==> src/rtl/fetch_controller_if.sv <==
// Fetch-side bundle: instruction memory port, decode handshake and execute controls.
interface fetch_controller_if #(
    parameter int unsigned ADDR_W = 4,
    parameter int unsigned DATA_W = 8
) ();
    logic              start;
    logic [ADDR_W-1:0] imem_addr;
    logic [DATA_W-1:0] imem_data;
    logic [DATA_W-1:0] instr;
    logic [ADDR_W-1:0] instr_pc;
    logic              instr_valid;
    logic              instr_ready;
    logic              jump;
    logic [ADDR_W-1:0] jump_target;
    logic              halt;
    logic              busy;
    logic              wrapped;

    modport master (
        input  start, imem_data, instr_ready, jump, jump_target, halt,
        output imem_addr, instr, instr_pc, instr_valid, busy, wrapped
    );

    modport slave (
        output start, imem_data, instr_ready, jump, jump_target, halt,
        input  imem_addr, instr, instr_pc, instr_valid, busy, wrapped
    );
endinterface

==> src/rtl/fetch_controller.sv <==
// Program counter and one-deep fetch register feeding decode over valid/ready,
// with jump redirect, permanent halt and a sticky PC wrap flag.
module fetch_controller #(
    parameter int unsigned ADDR_W   = 4,
    parameter int unsigned DATA_W   = 8,
    parameter int unsigned RESET_PC = 0
) (
    input  logic                clk,
    input  logic                n_reset,
    fetch_controller_if.master  bus
);
    typedef enum logic [1:0] {
        ST_IDLE   = 2'd0,
        ST_RUN    = 2'd1,
        ST_HALTED = 2'd2
    } state_t;

    localparam logic [ADDR_W-1:0] PC_MAX = {ADDR_W{1'b1}};

    state_t              r_state,       w_state_nxt;
    logic [ADDR_W-1:0]   r_pc,          w_pc_nxt;
    logic [DATA_W-1:0]   r_instr,       w_instr_nxt;
    logic [ADDR_W-1:0]   r_instr_pc,    w_instr_pc_nxt;
    logic                r_instr_valid, w_instr_valid_nxt;
    logic                r_wrapped,     w_wrapped_nxt;
    logic                w_capture;

    // Capture only when the output slot is empty or being drained this edge.
    assign w_capture = (r_state == ST_RUN) && !bus.halt && !bus.jump &&
                       (!r_instr_valid || bus.instr_ready);

    // Next-state and datapath decode; halt beats jump beats capture.
    always_comb begin
        w_state_nxt       = r_state;
        w_pc_nxt          = r_pc;
        w_instr_nxt       = r_instr;
        w_instr_pc_nxt    = r_instr_pc;
        w_instr_valid_nxt = r_instr_valid;
        w_wrapped_nxt     = r_wrapped;

        case (r_state)
            ST_IDLE: begin
                if (bus.halt) begin
                    w_state_nxt = ST_HALTED;
                end else if (bus.jump) begin
                    w_pc_nxt = bus.jump_target;
                end else if (bus.start) begin
                    w_state_nxt = ST_RUN;
                end
            end
            ST_RUN: begin
                if (bus.halt) begin
                    w_state_nxt       = ST_HALTED;
                    w_instr_valid_nxt = 1'b0;
                end else if (bus.jump) begin
                    w_pc_nxt          = bus.jump_target;
                    w_instr_valid_nxt = 1'b0;
                end else if (w_capture) begin
                    w_instr_nxt       = bus.imem_data;
                    w_instr_pc_nxt    = r_pc;
                    w_instr_valid_nxt = 1'b1;
                    w_pc_nxt          = r_pc + ADDR_W'(1);
                    if (r_pc == PC_MAX) begin
                        w_wrapped_nxt = 1'b1;
                    end
                end
            end
            ST_HALTED: begin
                w_instr_valid_nxt = 1'b0;
            end
            default: begin
                w_state_nxt       = ST_IDLE;
                w_instr_valid_nxt = 1'b0;
            end
        endcase
    end

    always_ff @(posedge clk or negedge n_reset) begin
        if (!n_reset) begin
            r_state       <= ST_IDLE;
            r_pc          <= ADDR_W'(RESET_PC);
            r_instr       <= '0;
            r_instr_pc    <= '0;
            r_instr_valid <= 1'b0;
            r_wrapped     <= 1'b0;
        end else begin
            r_state       <= w_state_nxt;
            r_pc          <= w_pc_nxt;
            r_instr       <= w_instr_nxt;
            r_instr_pc    <= w_instr_pc_nxt;
            r_instr_valid <= w_instr_valid_nxt;
            r_wrapped     <= w_wrapped_nxt;
        end
    end

    assign bus.imem_addr   = r_pc;
    assign bus.instr       = r_instr;
    assign bus.instr_pc    = r_instr_pc;
    assign bus.instr_valid = r_instr_valid;
    assign bus.busy        = (r_state == ST_RUN);
    assign bus.wrapped     = r_wrapped;
endmodule

==> src/flat_wrapper.sv <==
// flat-port wrapper written by rule: the top's interface ports become plain ports
module fetch_controller_flat 
#(
    parameter int unsigned ADDR_W   = 4,
    parameter int unsigned DATA_W   = 8,
    parameter int unsigned RESET_PC = 0
)
  (clk, n_reset, bus_start, bus_imem_data, bus_instr_ready, bus_jump, bus_jump_target, bus_halt, bus_imem_addr, bus_instr, bus_instr_pc, bus_instr_valid, bus_busy, bus_wrapped);
  fetch_controller_if #(.ADDR_W(ADDR_W), .DATA_W(DATA_W)) bus_i ();
  input  logic clk;
  input  logic n_reset;
  input wire logic [$bits(bus_i.start)-1:0] bus_start;
  input wire logic [$bits(bus_i.imem_data)-1:0] bus_imem_data;
  input wire logic [$bits(bus_i.instr_ready)-1:0] bus_instr_ready;
  input wire logic [$bits(bus_i.jump)-1:0] bus_jump;
  input wire logic [$bits(bus_i.jump_target)-1:0] bus_jump_target;
  input wire logic [$bits(bus_i.halt)-1:0] bus_halt;
  output wire logic [$bits(bus_i.imem_addr)-1:0] bus_imem_addr;
  output wire logic [$bits(bus_i.instr)-1:0] bus_instr;
  output wire logic [$bits(bus_i.instr_pc)-1:0] bus_instr_pc;
  output wire logic [$bits(bus_i.instr_valid)-1:0] bus_instr_valid;
  output wire logic [$bits(bus_i.busy)-1:0] bus_busy;
  output wire logic [$bits(bus_i.wrapped)-1:0] bus_wrapped;
  assign bus_i.start = bus_start;
  assign bus_i.imem_data = bus_imem_data;
  assign bus_i.instr_ready = bus_instr_ready;
  assign bus_i.jump = bus_jump;
  assign bus_i.jump_target = bus_jump_target;
  assign bus_i.halt = bus_halt;
  assign bus_imem_addr = bus_i.imem_addr;
  assign bus_instr = bus_i.instr;
  assign bus_instr_pc = bus_i.instr_pc;
  assign bus_instr_valid = bus_i.instr_valid;
  assign bus_busy = bus_i.busy;
  assign bus_wrapped = bus_i.wrapped;
  fetch_controller #(.ADDR_W(ADDR_W), .DATA_W(DATA_W), .RESET_PC(RESET_PC)) u_core (.clk(clk), .n_reset(n_reset), .bus(bus_i));
endmodule
==> config.mk <==
export PLATFORM = sky130hd
export DESIGN_NAME = fetch_controller_flat
export DESIGN_NICKNAME = d
export VERILOG_FILES = /design/src/rtl/fetch_controller_if.sv /design/src/rtl/fetch_controller.sv /design/src/flat_wrapper.sv
export SDC_FILE = /design/constraint.sdc
export NUM_CORES = 1
export LEC_CHECK = 0
export ABC_AREA = 1
export CAP_MARGIN = 30
export CORE_MARGIN = 2
export CORE_UTILIZATION = 45
export CTS_CLUSTER_DIAMETER = 60
export DETAILED_ROUTE_END_ITERATION = 6
export DONT_BUFFER_PORTS = 1
export GPL_ROUTABILITY_DRIVEN = 0
export PLACE_DENSITY = 0.69
export SETUP_SLACK_MARGIN = 0.05
export SYNTH_ARGS = -nofsm -noshare
export SYNTH_HDL_FRONTEND = slang
export SYNTH_SLANG_ARGS = --single-unit
export TNS_END_PERCENT = 5
==> constraint.sdc <==
create_clock -name clk -period 1.48 [get_ports clk]
set_input_delay 0.074 -clock clk [delete_from_list [all_inputs] [get_ports clk]]
set_output_delay 0.074 -clock clk [all_outputs]
set_load 0.02 [all_outputs]
After elaboration in Yosys (flattened, before gate mapping):

Index checks and enable logic that the tools add are counted.

* bitwise operators: 4
* add/subtract/negate cells: 1
* multiplexer cells: 15
* reductions and logical operators: 14
* equality and inequality tests: 11

Operators by type and width (count)
* 4-bit 2-to-1 mux: 5
* 5-bit AND reduction: 2
* 2-bit 2-to-1 mux: 4
* 2-bit inequality test, second input constant: 4
* 4-bit one-hot mux with 2 select lines: 1
* 4-bit AND reduction: 2
* 3-bit inequality test, second input constant: 2
* 2-bit one-hot mux with 3 select lines: 1
* 4-bit by 1-bit adder with 4-bit output, second input constant: 1
* 4-bit equality test, second input constant: 1
* 4-bit by 3-bit inequality test with 1-bit output, second input constant: 1
* 1-bit inverter: 4
* 1-bit logical AND: 3
* 1-bit logical NOT: 3
* 1-bit 2-to-1 mux: 3
* 3-bit by 2-bit inequality test with 1-bit output, second input constant: 1
* 2-bit by 1-bit equality test with 1-bit output, second input constant: 1
* 2-bit equality test, second input constant: 1
* 2-bit logical NOT: 1
* 1-bit one-hot mux with 2 select lines: 1
* 2-bit AND reduction: 1
* 2-bit nonzero test: 1
* 1-bit logical OR: 1

* register bits after elaboration: 20
* logic and storage cells: 51
* input bits: 18
* output and inout port bits: 19

Logic depth before layout (Yosys ltp):

Gate-level depths: netlist (run 1).

* depth in word-level cells: 8
* gate-level depth with buffers: 8
* depth with buffers taken out: 8

Least setup slack after synthesis (run 1):

Ideal clock, no wire load.

* path type: register -> register
* start: reg u_core.r_state[1]
* end: reg u_core.r_instr_pc[3] (netlist: u_core.bus.instr_pc[3])
* data required time: 1.361 ns
* period minus slack after synthesis: 1.196 ns
* path buffers: 1
* setup time: 0.119 ns
* data arrival time: 1.077 ns
* stages on the path, launching flop included: 6
* setup slack: 0.284 ns
* cell sequence: dfrtp_1 nor2_4 nand3_4 buf_6 nand2_1 o21ai_2

* longest elaborated chain between the ends: 5

RTL lines
* start: declaration: RTL line fetch_controller.sv:20 `state_t r_state, w_state_nxt;`
* start signal: assignment: RTL line fetch_controller.sv:87 `r_state <= w_state_nxt;`
* 2-bit by 1-bit equality test with 1-bit output (*)
* via bus_busy: RTL line flat_wrapper.sv:22 `output wire logic [$bits(bus_i.busy)-1:0] bus_busy;`
* 1-bit logical AND (3 in a row): RTL line fetch_controller.sv:29 `assign w_capture = (r_state == ST_RUN) && !bus.halt && !bus.jump &&`
* 4-bit AND reduction (no source line) (*)
* end signal: assignment: RTL line fetch_controller.sv:90 `r_instr_pc <= w_instr_pc_nxt;`
* end: declaration: RTL line fetch_controller.sv:23 `logic [ADDR_W-1:0] r_instr_pc, w_instr_pc_nxt;`

The timed path passes the listed nets; every way through them passes the cells marked *.
A chain may end at the register's enable or synchronous reset.

Worst setup path in the final report (run 1):

* start: reg u_core.r_state[1]
* end: reg u_core.r_instr[7] (netlist: u_core.bus.instr[7])

* longest elaborated chain between the ends: 5

RTL lines
* 2-bit by 1-bit equality test with 1-bit output (*): RTL line fetch_controller.sv:29, fetch_controller.sv:41
* 1-bit logical AND (3 in a row): RTL line fetch_controller.sv:29
* 4-bit AND reduction (no source line) (*)
* end signal: assignment: RTL line fetch_controller.sv:89 `r_instr <= w_instr_nxt;`
* end: declaration: RTL line fetch_controller.sv:22 `logic [DATA_W-1:0] r_instr, w_instr_nxt;`

Mark *: on every way between the ends. The rest lies on a longest branch, timed or not.

==> impl_metrics.sql, run 1 <==
INSERT INTO impl_metrics (metric_group, metric, value, unit) VALUES
('floorplan', 'total_die_area', '2590', 'sq um'),
('timing', 'rsz0062_at_grt', 'false', ''),
('run', 'drv_cap', '0', ''),
('yosys', 'ys.flop_type', 'sky130_fd_sc_hd__dfrtp_1', ''),
('routing', 'detailroute.via_count', '795', ''),
('yosys', 'syn_avg_cell_area', '8.69', 'sq um'),
('setup_path', 'worst-endpoint-arrival', '1480', 'ps'),
('setup_path', 'timing.rr.end', 'u_core.bus.instr[7]$_DFFE_PN0P_', ''),
('pwr', 'pwr-share-clk', '37.1', '%'),
('yosys', 'post_synth_num_cell_types', '17', ''),
('yosys', 'yosysTopAreaCellShare', '50.5', '%'),
('timing', 'final_setup_violation_count', '0', ''),
('yosys', 'share_of_synthesized_area_spent_on_multiplexers', '0', '%'),
('floorplan', 'core', '2020', 'sq um'),
('clock_network', 'post_cts_resize_count', '0', ''),
('cells_and_area', 'antenna_cells', '0', ''),
('run_status', 'status', 'completed', ''),
('yosys', 'synth.most_common_cell', 'sky130_fd_sc_hd__nand2_1', ''),
('global_route', 'first_global_vias', '785', ''),
('pwr', 'peakVddDrop', '0.000520', 'V'),
('clock_network', 'cts_root_buffer', 'sky130_fd_sc_hd__clkbuf_4', ''),
('setup_path', 'setup.worst_path.start_class', 'flop', ''),
('hold_path', 'timing.hold.worst_path_depth', '3', ''),
('yosys', 'yosys-top-cells-area', 'sky130_fd_sc_hd__dfrtp_1 51%, sky130_fd_sc_hd__nand2_1 14%, sky130_fd_sc_hd__o21ai_2 11%, sky130_fd_sc_hd__inv_1 7.2%, sky130_fd_sc_hd__nor2_1 3.0%', ''),
('place', 'place_hpwl', '1460', 'microns'),
('place', 'placed_instance_count', '143', ''),
('global_route', 'grt_use_total', '17.5', '%'),
('clock_network', 'clk_latency', '300', 'ps'),
('routing', 'detail_route.first_pass.iterations', '4', ''),
('cells_and_area', 'finalNetCount', '154', ''),
('hold_path', 'timing.hold.worst_endpoint', 'u_core.r_state[0]$_DFFE_PN0P_', ''),
('yosys', 'synth_warnings', '0', ''),
('clock_network', 'cts-root-to-sink-buffers', '2', ''),
('timing', 'worst_slew_pin_slew', '878', 'ps'),
('floorplan', 'start_util', '49.0', '%'),
('setup_path', 'end_kind', 'flop', ''),
('yosys', 'synth_compound_gate_area_share', '15.0', '%'),
('clock_network', 'tritoncts', 'built', ''),
('pwr', 'power.internal', '0.000905', 'W'),
('global_route', 'antenna_found_initial', '0', ''),
('timing', 'max_slew_margin', '41.2', '%'),
('routing', 'routed_via_density', '4.94', ''),
('clock_network', 'cts-buffers-inserted', '3', ''),
('timing', 'worst_clock_skew', '5.11', 'ps'),
('global_route', 'grt_pass1_wl', '3410', 'microns'),
('floorplan', 'die_height', '50.9', 'microns'),
('timing', 'layout_worst_path_cycle_share', '86.1', '%'),
('hold_path', 'hold_path.class', 'in -> reg', ''),
('place', 'placement.io_buffers', '0', ''),
('setup_path', 'timing_worst_setup_path_type', 'reg -> reg', ''),
('pwr', 'power_density', '976', 'nW/um^2'),
('yosys', 'synth-xor-area-share', '0', '%'),
('timing', 'hold_viol_final', '0', ''),
('setup_path', 'timing.reg2reg.setup_slack', '210', 'ps'),
('timing', 'layout_min_cycle_time', '1270', 'ps'),
('timing', 'maxSlewViolCount', '0', ''),
('setup_path', 'reg2regPathDepth', '5', ''),
('yosys', 'synth.top_cells.by_count', '37 x sky130_fd_sc_hd__nand2_1, 20 x sky130_fd_sc_hd__dfrtp_1, 19 x sky130_fd_sc_hd__inv_1', ''),
('yosys', 'number_of_enable_flip_flop_cells_after_synthesis', '0', ''),
('clock_network', 'cts.sinks', '20', ''),
('pwr', 'power.share.switching', '25.1', '%'),
('yosys', 'synth_area_leader_cell', 'sky130_fd_sc_hd__dfrtp_1', ''),
('yosys', 'postSynthRegisterBits', '20', ''),
('yosys', 'syn-cell-area', '991', 'sq um'),
('hold_path', 'start_point_of_the_worst_hold_path', 'bus_jump', ''),
('yosys', 'synth.yosys.seq_area_share', '50.5', '%'),
('routing', 'drc_errors', '0', ''),
('yosys', 'synth_top_family_by_area', 'simple AND/OR/NAND/NOR gates', ''),
('yosys', 'synthArstFlopShare', '100', '%'),
('pwr', 'leakage', '0.643', 'nW'),
('floorplan', 'floorplan.rows', '16', '');
[timing repair]
action                                 in CTS  in global routing
hold buffers                               14                  0
setup endpoints to repair                   0                  0
endpoints found under the hold margin      34                  0
setup buffers                               0                  0
[state kept, by name, summed over array words and instances, names as in the netlist]
name	flops
u_core.bus.instr	8
u_core.bus.instr_valid	1
u_core.bus.wrapped	1
u_core.r_state	2
u_core.bus.instr_pc	4
u_core.bus.imem_addr	4
[cell usage in the layout (no fill, tap or decap), drive strengths merged]
master / instances
a21o: 1
a21oi: 3
buf: 4
bufinv: 1
clkbuf: 3
dfrtp: 20
dlygate4sd3: 14
ha: 1
inv: 20
nand2: 39
nand3: 4
nand4: 1
nor2: 9
o21ai: 14
[area by class of cell]
cell class	instances	area, sq um	area share (%)
Clock buffer	3	22.5	1.82
Clock inverter	1	30.0	2.43
Inverter	20	75.1	6.07
Multi-Input combinational cell	72	393	31.7
Sequential cell	20	500	40.4
Tap cell	27	33.8	2.73
Timing Repair Buffer	18	183	14.8
[through the flow]
| step | total power (W) | setup slack, ps |
|---|---|---|
| 2_1_floorplan | 0.000695 | 284 |
| 3_3_place_gp | 0.000726 | 266 |
| 3_5_place_dp | 0.000731 | 213 |
| 4_1_cts | 0.00122 | 189 |
| 5_1_grt | 0.00127 | 126 |
| 6_report | 0.00121 | 206 |
[how the worst max path moves through the flow]
stage	cells after the start	endpoint	from	slack, ps
after floorplan	5	u_core.bus.instr_pc[3]$_DFFE_PN0P_	u_core.r_state[1]$_DFFE_PN0P_	280
after global placement	5	u_core.bus.instr[6]$_DFFE_PN0P_	u_core.bus.instr_valid$_DFFE_PN0P_	270
after detailed placement	5	u_core.bus.instr_pc[2]$_DFFE_PN0P_	u_core.r_state[1]$_DFFE_PN0P_	210
after CTS	5	u_core.bus.instr_pc[2]$_DFFE_PN0P_	u_core.r_state[1]$_DFFE_PN0P_	190
after global routing	5	u_core.bus.instr_pc[2]$_DFFE_PN0P_	u_core.bus.instr_valid$_DFFE_PN0P_	130
final	5	u_core.bus.instr[7]$_DFFE_PN0P_	u_core.r_state[1]$_DFFE_PN0P_	210
[logic make-up (layout without fill, tap and decap cells)]
group	Yosys count	after routing
AND/OR/NAND/NOR	53	53
buffers and inverters	22	42
flip-flops	20	20
AO/OA/AOI/OAI	18	18
adder cells (fa/ha/maj)	1	1
[power by group through the flow]
| stage | logic [W] | clock network [W] | registers, W |
|---|---|---|---|
| floorplan | 0.0000613 | 0 | 0.000633 |
| global placement | 0.000105 | 0 | 0.000620 |
| detailed placement | 0.000108 | 0 | 0.000623 |
| CTS | 0.000149 | 0.000458 | 0.000612 |
| global route | 0.000166 | 0.000486 | 0.000615 |
| finish | 0.000148 | 0.000448 | 0.000612 |
[per-layer routing]
layer	part of all wire, %	routed length [microns]	vias to the layer above	track usage (%)
li1	-	-	387	-
met1	40	828	377	20.9
met2	52	1070	27	28.6
met3	6.6	137	4	4.68
met4	1.9	39	0	9.46
met5	0	0	-	0
[worst max-delay path: stages, from the launching register on]
cell	delay (ps)
sky130_fd_sc_hd__dfrtp_1	450
sky130_fd_sc_hd__nor2_4	180
sky130_fd_sc_hd__nand3_4	180
sky130_fd_sc_hd__buf_12	210
sky130_fd_sc_hd__nand2_1	80
sky130_fd_sc_hd__o21ai_2	50
No activity file was read; power rests on OpenSTA's default activity.
==> run 2, diff against run 1 <==
REMOVE_ABC_BUFFERS = 1   (was default)
==> impl_metrics.sql, run 2 (synthesis gave the netlist of run 1 again) <==
INSERT INTO impl_metrics (metric_group, metric, value, unit) VALUES
('global_route', 'antenna_found_initial', '0', ''),
('pwr', 'peakVddDrop', '0.000652', 'V'),
('setup_path', 'path_max_fanout', '7', ''),
('run', 'drv_cap', '0', ''),
('timing', 'setup_ws', '208', 'ps'),
('pwr', 'power_density', '970', 'nW/um^2'),
('timing', 'final_setup_violation_count', '0', ''),
('clock_network', 'clk_pin_slew', '120', 'ps'),
('timing', 'maxSlewViolCount', '0', ''),
('routing', 'drt_iter0_markers', '12', ''),
('routing', 'routedWlPerCell', '11.3', 'microns'),
('place', 'dpl_worst_slack', '221', 'ps'),
('hold_path', 'hold_path.class', 'in -> reg', ''),
('floorplan', 'floorplan.io_pins', '37', ''),
('timing', 'layout_min_cycle_time', '1270', 'ps'),
('hold_path', 'timing.hold.worst_path_depth', '3', ''),
('cells_and_area', 'finalNetCount', '155', ''),
('routing', 'drc_errors', '0', ''),
('global_route', 'grt_pass1_wl', '3050', 'microns'),
('timing', 'achievable_frequency', '786', 'MHz'),
('floorplan', 'floorplan.rows', '16', ''),
('cells_and_area', 'drive_above_1_share', '20.0', '%'),
('timing', 'worst_clock_skew', '4.96', 'ps'),
('floorplan', 'core', '2020', 'sq um'),
('cells_and_area', 'most_common_cell_after_layout_fill_and_taps_aside', 'sky130_fd_sc_hd__nand2_1', ''),
('routing', 'detail_route.first_pass.iterations', '4', ''),
('place', 'placement.io_buffers', '0', ''),
('clock_network', 'cts_root_buffer', 'sky130_fd_sc_hd__clkbuf_4', ''),
('cells_and_area', 'area_delta_synth_final', '24.4', '%'),
('global_route', 'largest_net_degree_at_the_start_of_global_routing', '26', ''),
('cells_and_area', 'largest_register_ffs', '8', ''),
('routing', 'detailroute.via_count', '761', ''),
('timing', 'fin_setup_tns', '0', 'ps'),
('timing', 'worst_slew_pin_slew', '911', 'ps'),
('setup_path', 'cp.required', '1670', 'ps'),
('routing', 'met1_length', '789', 'microns'),
('clock_network', 'cts-root-to-sink-buffers', '2', ''),
('floorplan', 'total_die_area', '2590', 'sq um'),
('clock_network', 'tritoncts', 'built', ''),
('floorplan', 'start_util', '49.0', '%'),
('timing', 'rsz0062_at_grt', 'false', ''),
('routing', 'drt.antenna.violating_nets', '0', ''),
('cells_and_area', 'layout.cells.most_common_list', '37 x sky130_fd_sc_hd__nand2_1, 20 x sky130_fd_sc_hd__dfrtp_1, 19 x sky130_fd_sc_hd__inv_1, 14 x sky130_fd_sc_hd__dlygate4sd3_1, 12 x sky130_fd_sc_hd__o21ai_2', ''),
('timing', 'hold_viol_final', '0', ''),
('global_route', 'grt_use_total', '15.4', '%'),
('clock_network', 'cts.sinks', '20', ''),
('timing', 'max_slew_margin', '39.1', '%'),
('clock_network', 'h-tree-depth', '1', ''),
('place', 'place_hpwl', '1320', 'microns'),
('routing', 'detailroute.wirelength.met2', '896', 'microns'),
('pwr', 'leakage', '0.642', 'nW'),
('clock_network', 'cts-buffers-inserted', '3', ''),
('routing', 'top_layer_used_by_detailed_routing', 'met4', ''),
('floorplan', 'floorplan.die.width', '50.9', 'microns'),
('pwr', 'total_power', '0.00120', 'W'),
('routing', 'wirelength', '1830', 'microns'),
('place', 'placed_instance_count', '144', ''),
('clock_network', 'clk_latency', '290', 'ps'),
('setup_path', 'timing.reg2reg.setup_slack', '210', 'ps'),
('routing', 'met3_wirelength', '130', 'microns'),
('cells_and_area', 'antenna_cells', '0', ''),
('global_route', 'first_global_vias', '706', ''),
('global_route', 'grt_remaining_overflow', '0', ''),
('routing', 'routed_via_density', '4.70', ''),
('setup_path', 'setup.worst_path.start_class', 'flop', ''),
('setup_path', 'worst-endpoint-arrival', '1470', 'ps'),
('cells_and_area', 'fin_cells', '162', ''),
('floorplan', 'die_height', '50.9', 'microns'),
('setup_path', 'timing_worst_setup_path_type', 'reg -> reg', ''),
('setup_path', 'end_kind', 'flop', ''),
('setup_path', 'reg2regPathDepth', '7', ''),
('timing', 'layout_worst_path_cycle_share', '86.0', '%'),
('run_status', 'status', 'completed', '');
==> run 2: cell count changes in the layout (fill, tap and decap cells not counted) <==
cell	before	now
sky130_fd_sc_hd__buf_12	1	0
sky130_fd_sc_hd__buf_4	3	5
==> run 2: path summary, 6_finish.rpt <==
check,start,end
min reg2reg,u_core.r_state[0]$_DFFE_PN0P_,u_core.r_state[1]$_DFFE_PN0P_
min,bus_jump,u_core.r_state[0]$_DFFE_PN0P_
max,u_core.r_state[1]$_DFFE_PN0P_,u_core.bus.imem_addr[2]$_DFFE_PN0P_
max in group asynchronous,n_reset,u_core.bus.instr_pc[3]$_DFFE_PN0P_
min in group asynchronous,n_reset,u_core.bus.instr[0]$_DFFE_PN0P_
max reg2reg,u_core.r_state[1]$_DFFE_PN0P_,u_core.bus.imem_addr[2]$_DFFE_PN0P_
==> run 2: area by class of cell <==
cell class / count / area (sq um)
sequential: 20 / 500
fill: 182 / 790
multi-input combinational: 72 / 393
timing repair buffer: 19 / 178
clock inverter: 1 / 30.0
tap: 27 / 33.8
clock buffer: 3 / 22.5
inverter: 20 / 75.1
==> run 2: power by group <==
group,internal [W],switching (W),total [W]
registers,0.000569,0.0000398,0.000609
logic,0.0000629,0.0000853,0.000148
clock network,0.000273,0.000166,0.000439
==> run 2: what timing repair did <==
action                    in CTS  in global routing
hold buffers                  14                  0
buffers inserted               0                  0
hold endpoints to repair      34                  0
gates resized for setup        0                  0
==> run 2: metrics by stage <==
step,instance area (sq um),hold WS (ps),utilization [%]
floorplan,968,-222,-
finish,1230,21.7,61.0
global placement,1040,-221,51.4
global route,1230,22.7,61.0
detailed placement,1040,-221,51.4
CTS,1230,10.2,61.0
==> run 2: critical path: stages, from the launching register on <==
cell                      delay (ps)
sky130_fd_sc_hd__dfrtp_1         450
sky130_fd_sc_hd__nor2_4          150
sky130_fd_sc_hd__buf_4           160
sky130_fd_sc_hd__nand2_2         100
sky130_fd_sc_hd__nor2_1          140
sky130_fd_sc_hd__nor2_1           60
sky130_fd_sc_hd__nand2_1          60
sky130_fd_sc_hd__nand2_1          40
==> run 2: routing by layer <==
| layer | GRT usage [%] | vias up |
|---|---|---|
| li1 | - | 390 |
| met1 | 18.6 | 343 |
| met2 | 26.6 | 26 |
| met3 | 4.39 | 2 |
| met4 | 4.05 | 0 |
| met5 | 0 | - |
==> run 3, diff against run 2 <==
CORE_ASPECT_RATIO = 1.4   (was default)
CTS_BUF_LIST = sky130_fd_sc_hd__clkbuf_8   (was default)
==> impl_metrics.sql, run 3 (synthesis gave the netlist of run 1 again) <==
INSERT INTO impl_metrics (metric_group, metric, value, unit) VALUES
('routing', 'routedWlPerCell', '12.9', 'microns'),
('clock_network', 'h-tree-depth', '1', ''),
('floorplan', 'start_util', '46.6', '%'),
('pwr', 'power.sequential.fraction', '52.7', '%'),
('clock_network', 'cts_root_buffer', 'sky130_fd_sc_hd__clkbuf_8', ''),
('place', 'placement.io_buffers', '0', ''),
('floorplan', 'floorplan.rows', '20', ''),
('place', 'placed_instance_count', '138', ''),
('timing', 'max_slew_margin', '42.0', '%'),
('pwr', 'power.share.switching', '25.5', '%'),
('cells_and_area', 'regArea', '500', 'sq um'),
('setup_path', 'timing.critical_path.buf_inv', '1', ''),
('routing', 'drt.antenna.violating_nets', '0', ''),
('clock_network', 'tritoncts', 'built', ''),
('pwr', 'power.internal', '0.000863', 'W'),
('global_route', 'global_route_met1_utilization', '18.2', '%'),
('run', 'drv_cap', '0', ''),
('setup_path', 'path_delay_family', 'flip-flops', ''),
('clock_network', 'clk_latency', '250', 'ps'),
('cells_and_area', 'antenna_cells', '0', ''),
('cells_and_area', 'largest_register_ffs', '8', ''),
('routing', 'wirelength', '1970', 'microns'),
('pwr', 'power_density', '969', 'nW/um^2'),
('pwr', 'pwr-share-clk', '35.3', '%'),
('floorplan', 'total_die_area', '2600', 'sq um'),
('cells_and_area', 'area_delta_synth_final', '20.6', '%'),
('global_route', 'antenna_found_initial', '0', ''),
('cells_and_area', 'post-route-cell-area', '1190', 'sq um'),
('setup_path', 'worst_path_max_delay_cell', 'sky130_fd_sc_hd__dfrtp_1', ''),
('clock_network', 'cts-buffers-inserted', '3', ''),
('timing', 'layout_min_cycle_time', '1230', 'ps'),
('routing', 'detailroute.via_count', '765', ''),
('setup_path', 'timing_worst_setup_path_type', 'reg -> reg', ''),
('timing', 'rsz0062_at_grt', 'false', ''),
('pwr', 'leakage', '0.626', 'nW'),
('setup_path', 'cp.required', '1630', 'ps'),
('global_route', 'first_global_vias', '783', ''),
('hold_path', 'hold_path.class', 'in -> reg', ''),
('place', 'place_hpwl', '1460', 'microns'),
('timing', 'worst_clock_skew', '2.60', 'ps'),
('timing', 'maxSlewViolCount', '0', ''),
('cells_and_area', 'drive_above_1_share', '19.8', '%'),
('setup_path', 'critical_path.reg2reg.startpoint', 'u_core.r_state[1]$_DFFE_PN0P_', ''),
('routing', 'detail_route.first_pass.iterations', '4', ''),
('clock_network', 'cts-root-to-sink-buffers', '2', ''),
('pwr', 'p_sw', '0.000295', 'W'),
('run_status', 'status', 'completed', ''),
('clock_network', 'cts.repair_timing.setup_buffer_count', '0', ''),
('setup_path', 'timing.critical_path.cells', 'nor2_4, nand3_4, buf_6, nand2_1, o21ai_2', ''),
('global_route', 'gr-max-usage-layer', 'met2', ''),
('setup_path', 'worst_path_largest_cell_delay', '440', 'ps'),
('routing', 'routed_via_density', '5.00', ''),
('timing', 'final_setup_violation_count', '0', ''),
('cells_and_area', 'area_used_by_multi_input_combinational_logic', '393', 'sq um'),
('timing', 'layout_worst_path_cycle_share', '83.4', '%'),
('timing', 'hold_viol_final', '0', ''),
('floorplan', 'floorplan.die.width', '43.7', 'microns'),
('routing', 'drt_iter0_markers', '15', ''),
('timing', 'achievable_frequency', '810', 'MHz'),
('setup_path', 'path_max_fanout', '20', ''),
('setup_path', 'end_kind', 'flop', ''),
('cells_and_area', 'layout.cells.most_common_list', '37 x sky130_fd_sc_hd__nand2_1, 20 x sky130_fd_sc_hd__dfrtp_1, 19 x sky130_fd_sc_hd__inv_1, 12 x sky130_fd_sc_hd__o21ai_2, 11 x sky130_fd_sc_hd__dlygate4sd3_1', ''),
('floorplan', 'floorplan.io_pins', '37', ''),
('clock_network', 'clk_pin_slew', '70', 'ps'),
('cells_and_area', 'most_common_cell_after_layout_fill_and_taps_aside', 'sky130_fd_sc_hd__nand2_1', ''),
('cells_and_area', 'num-fill-cells', '201', ''),
('setup_path', 'setup.worst_path.start_class', 'flop', ''),
('pwr', 'peakVddDrop', '0.000566', 'V'),
('floorplan', 'die_height', '59.5', 'microns'),
('setup_path', 'crit_start', 'u_core.r_state[1]$_DFFE_PN0P_', ''),
('global_route', 'grt_remaining_overflow', '0', ''),
('cells_and_area', 'fin_cells', '153', ''),
('timing', 'fin_setup_tns', '0', 'ps'),
('global_route', 'grt_use_total', '18.0', '%'),
('hold_path', 'start_point_of_the_worst_hold_path', 'bus_jump_target[1]', ''),
('floorplan', 'core', '2130', 'sq um'),
('timing', 'worst_slew_pin_slew', '866', 'ps'),
('global_route', 'grt_pass1_wl', '3380', 'microns'),
('global_route', 'grtUsageMet2', '32.8', '%'),
('place', 'dpl-instance-area', '1030', 'sq um'),
('clock_network', 'cts.sinks', '20', ''),
('routing', 'drc_errors', '0', ''),
('pwr', 'p_comb_share', '12.0', '%'),
('global_route', 'global_route_met3_utilization', '4.27', '%'),
('global_route', 'largest_net_degree_at_the_start_of_global_routing', '21', ''),
('cells_and_area', 'finalNetCount', '151', ''),
('setup_path', 'worst-endpoint-arrival', '1380', 'ps');
run 3: cell count changes in the layout (fill, tap and decap cells not counted):
cell	before	now
sky130_fd_sc_hd__buf_4	5	3
sky130_fd_sc_hd__buf_6	0	1
sky130_fd_sc_hd__bufinv_16	1	0
sky130_fd_sc_hd__clkbuf_4	3	0
sky130_fd_sc_hd__clkbuf_8	0	4
sky130_fd_sc_hd__dlygate4sd3_1	14	11
run 3: final timing paths:
check                      cells after the start                             endpoint  slack, ps
max                                            5      u_core.bus.instr[4]$_DFFE_PN0P_        250
min                                            4  u_core.bus.imem_addr[1]$_DFFE_PN0P_         20
max reg2reg                                    5      u_core.bus.instr[4]$_DFFE_PN0P_        250
min reg2reg                                    1        u_core.r_state[1]$_DFFE_PN0P_        510
max in group asynchronous                      1        u_core.r_state[0]$_DFFE_PN0P_        570
min in group asynchronous                      1      u_core.bus.instr[3]$_DFFE_PN0P_        380
run 3: what timing repair did:
item	CTS	global route
endpoints found under the setup margin	0	2
gates resized for setup	0	1
endpoints found under the hold margin	30	0
hold buffers	11	0
run 3: per-layer routing:
metal	part of all wire (%)	vias up	routed length, microns
met5	0	-	0
met4	2.0	0	39
met3	8.2	5	161
met2	53	35	1040
met1	37	340	732
li1	-	385	-
run 3: per-stage QoR:
step | hold slack [ps] | util (%) | power [W] | worst slack (ps)
2_1_floorplan | -222 | - | 0.000694 | 99.4
3_5_place_dp | -221 | 48.2 | 0.000728 | 205
6_report | 21.4 | 56.2 | 0.00116 | 246
5_1_grt | 55.3 | 56.2 | 0.00122 | 127
3_3_place_gp | -221 | 48.2 | 0.000723 | 232
4_1_cts | 17.3 | 56.0 | 0.00117 | 179
run 3: power by group through the flow:
stage / clock network (W) / registers (W) / logic, W
floorplan: 0 / 0.000633 / 0.0000612
global placement: 0 / 0.000620 / 0.000104
detailed placement: 0 / 0.000621 / 0.000107
CTS: 0.000422 / 0.000610 / 0.000141
global route: 0.000446 / 0.000612 / 0.000160
finish: 0.000409 / 0.000610 / 0.000139
run 3: cell type report:
class,instances,area share [%]
Sequential cell,20,41.9
Multi-Input combinational cell,72,32.9
Timing Repair Buffer,15,12.0
Inverter,20,6.28
Clock buffer,4,4.61
Tap cell,22,2.30
run 3: worst register-to-register path: stages (launching register included):
cell and delay, ps:
sky130_fd_sc_hd__dfrtp_1 440, sky130_fd_sc_hd__nor2_4 180, sky130_fd_sc_hd__nand3_4 150, sky130_fd_sc_hd__buf_6 210
sky130_fd_sc_hd__nand2_1 80, sky130_fd_sc_hd__o21ai_2 60
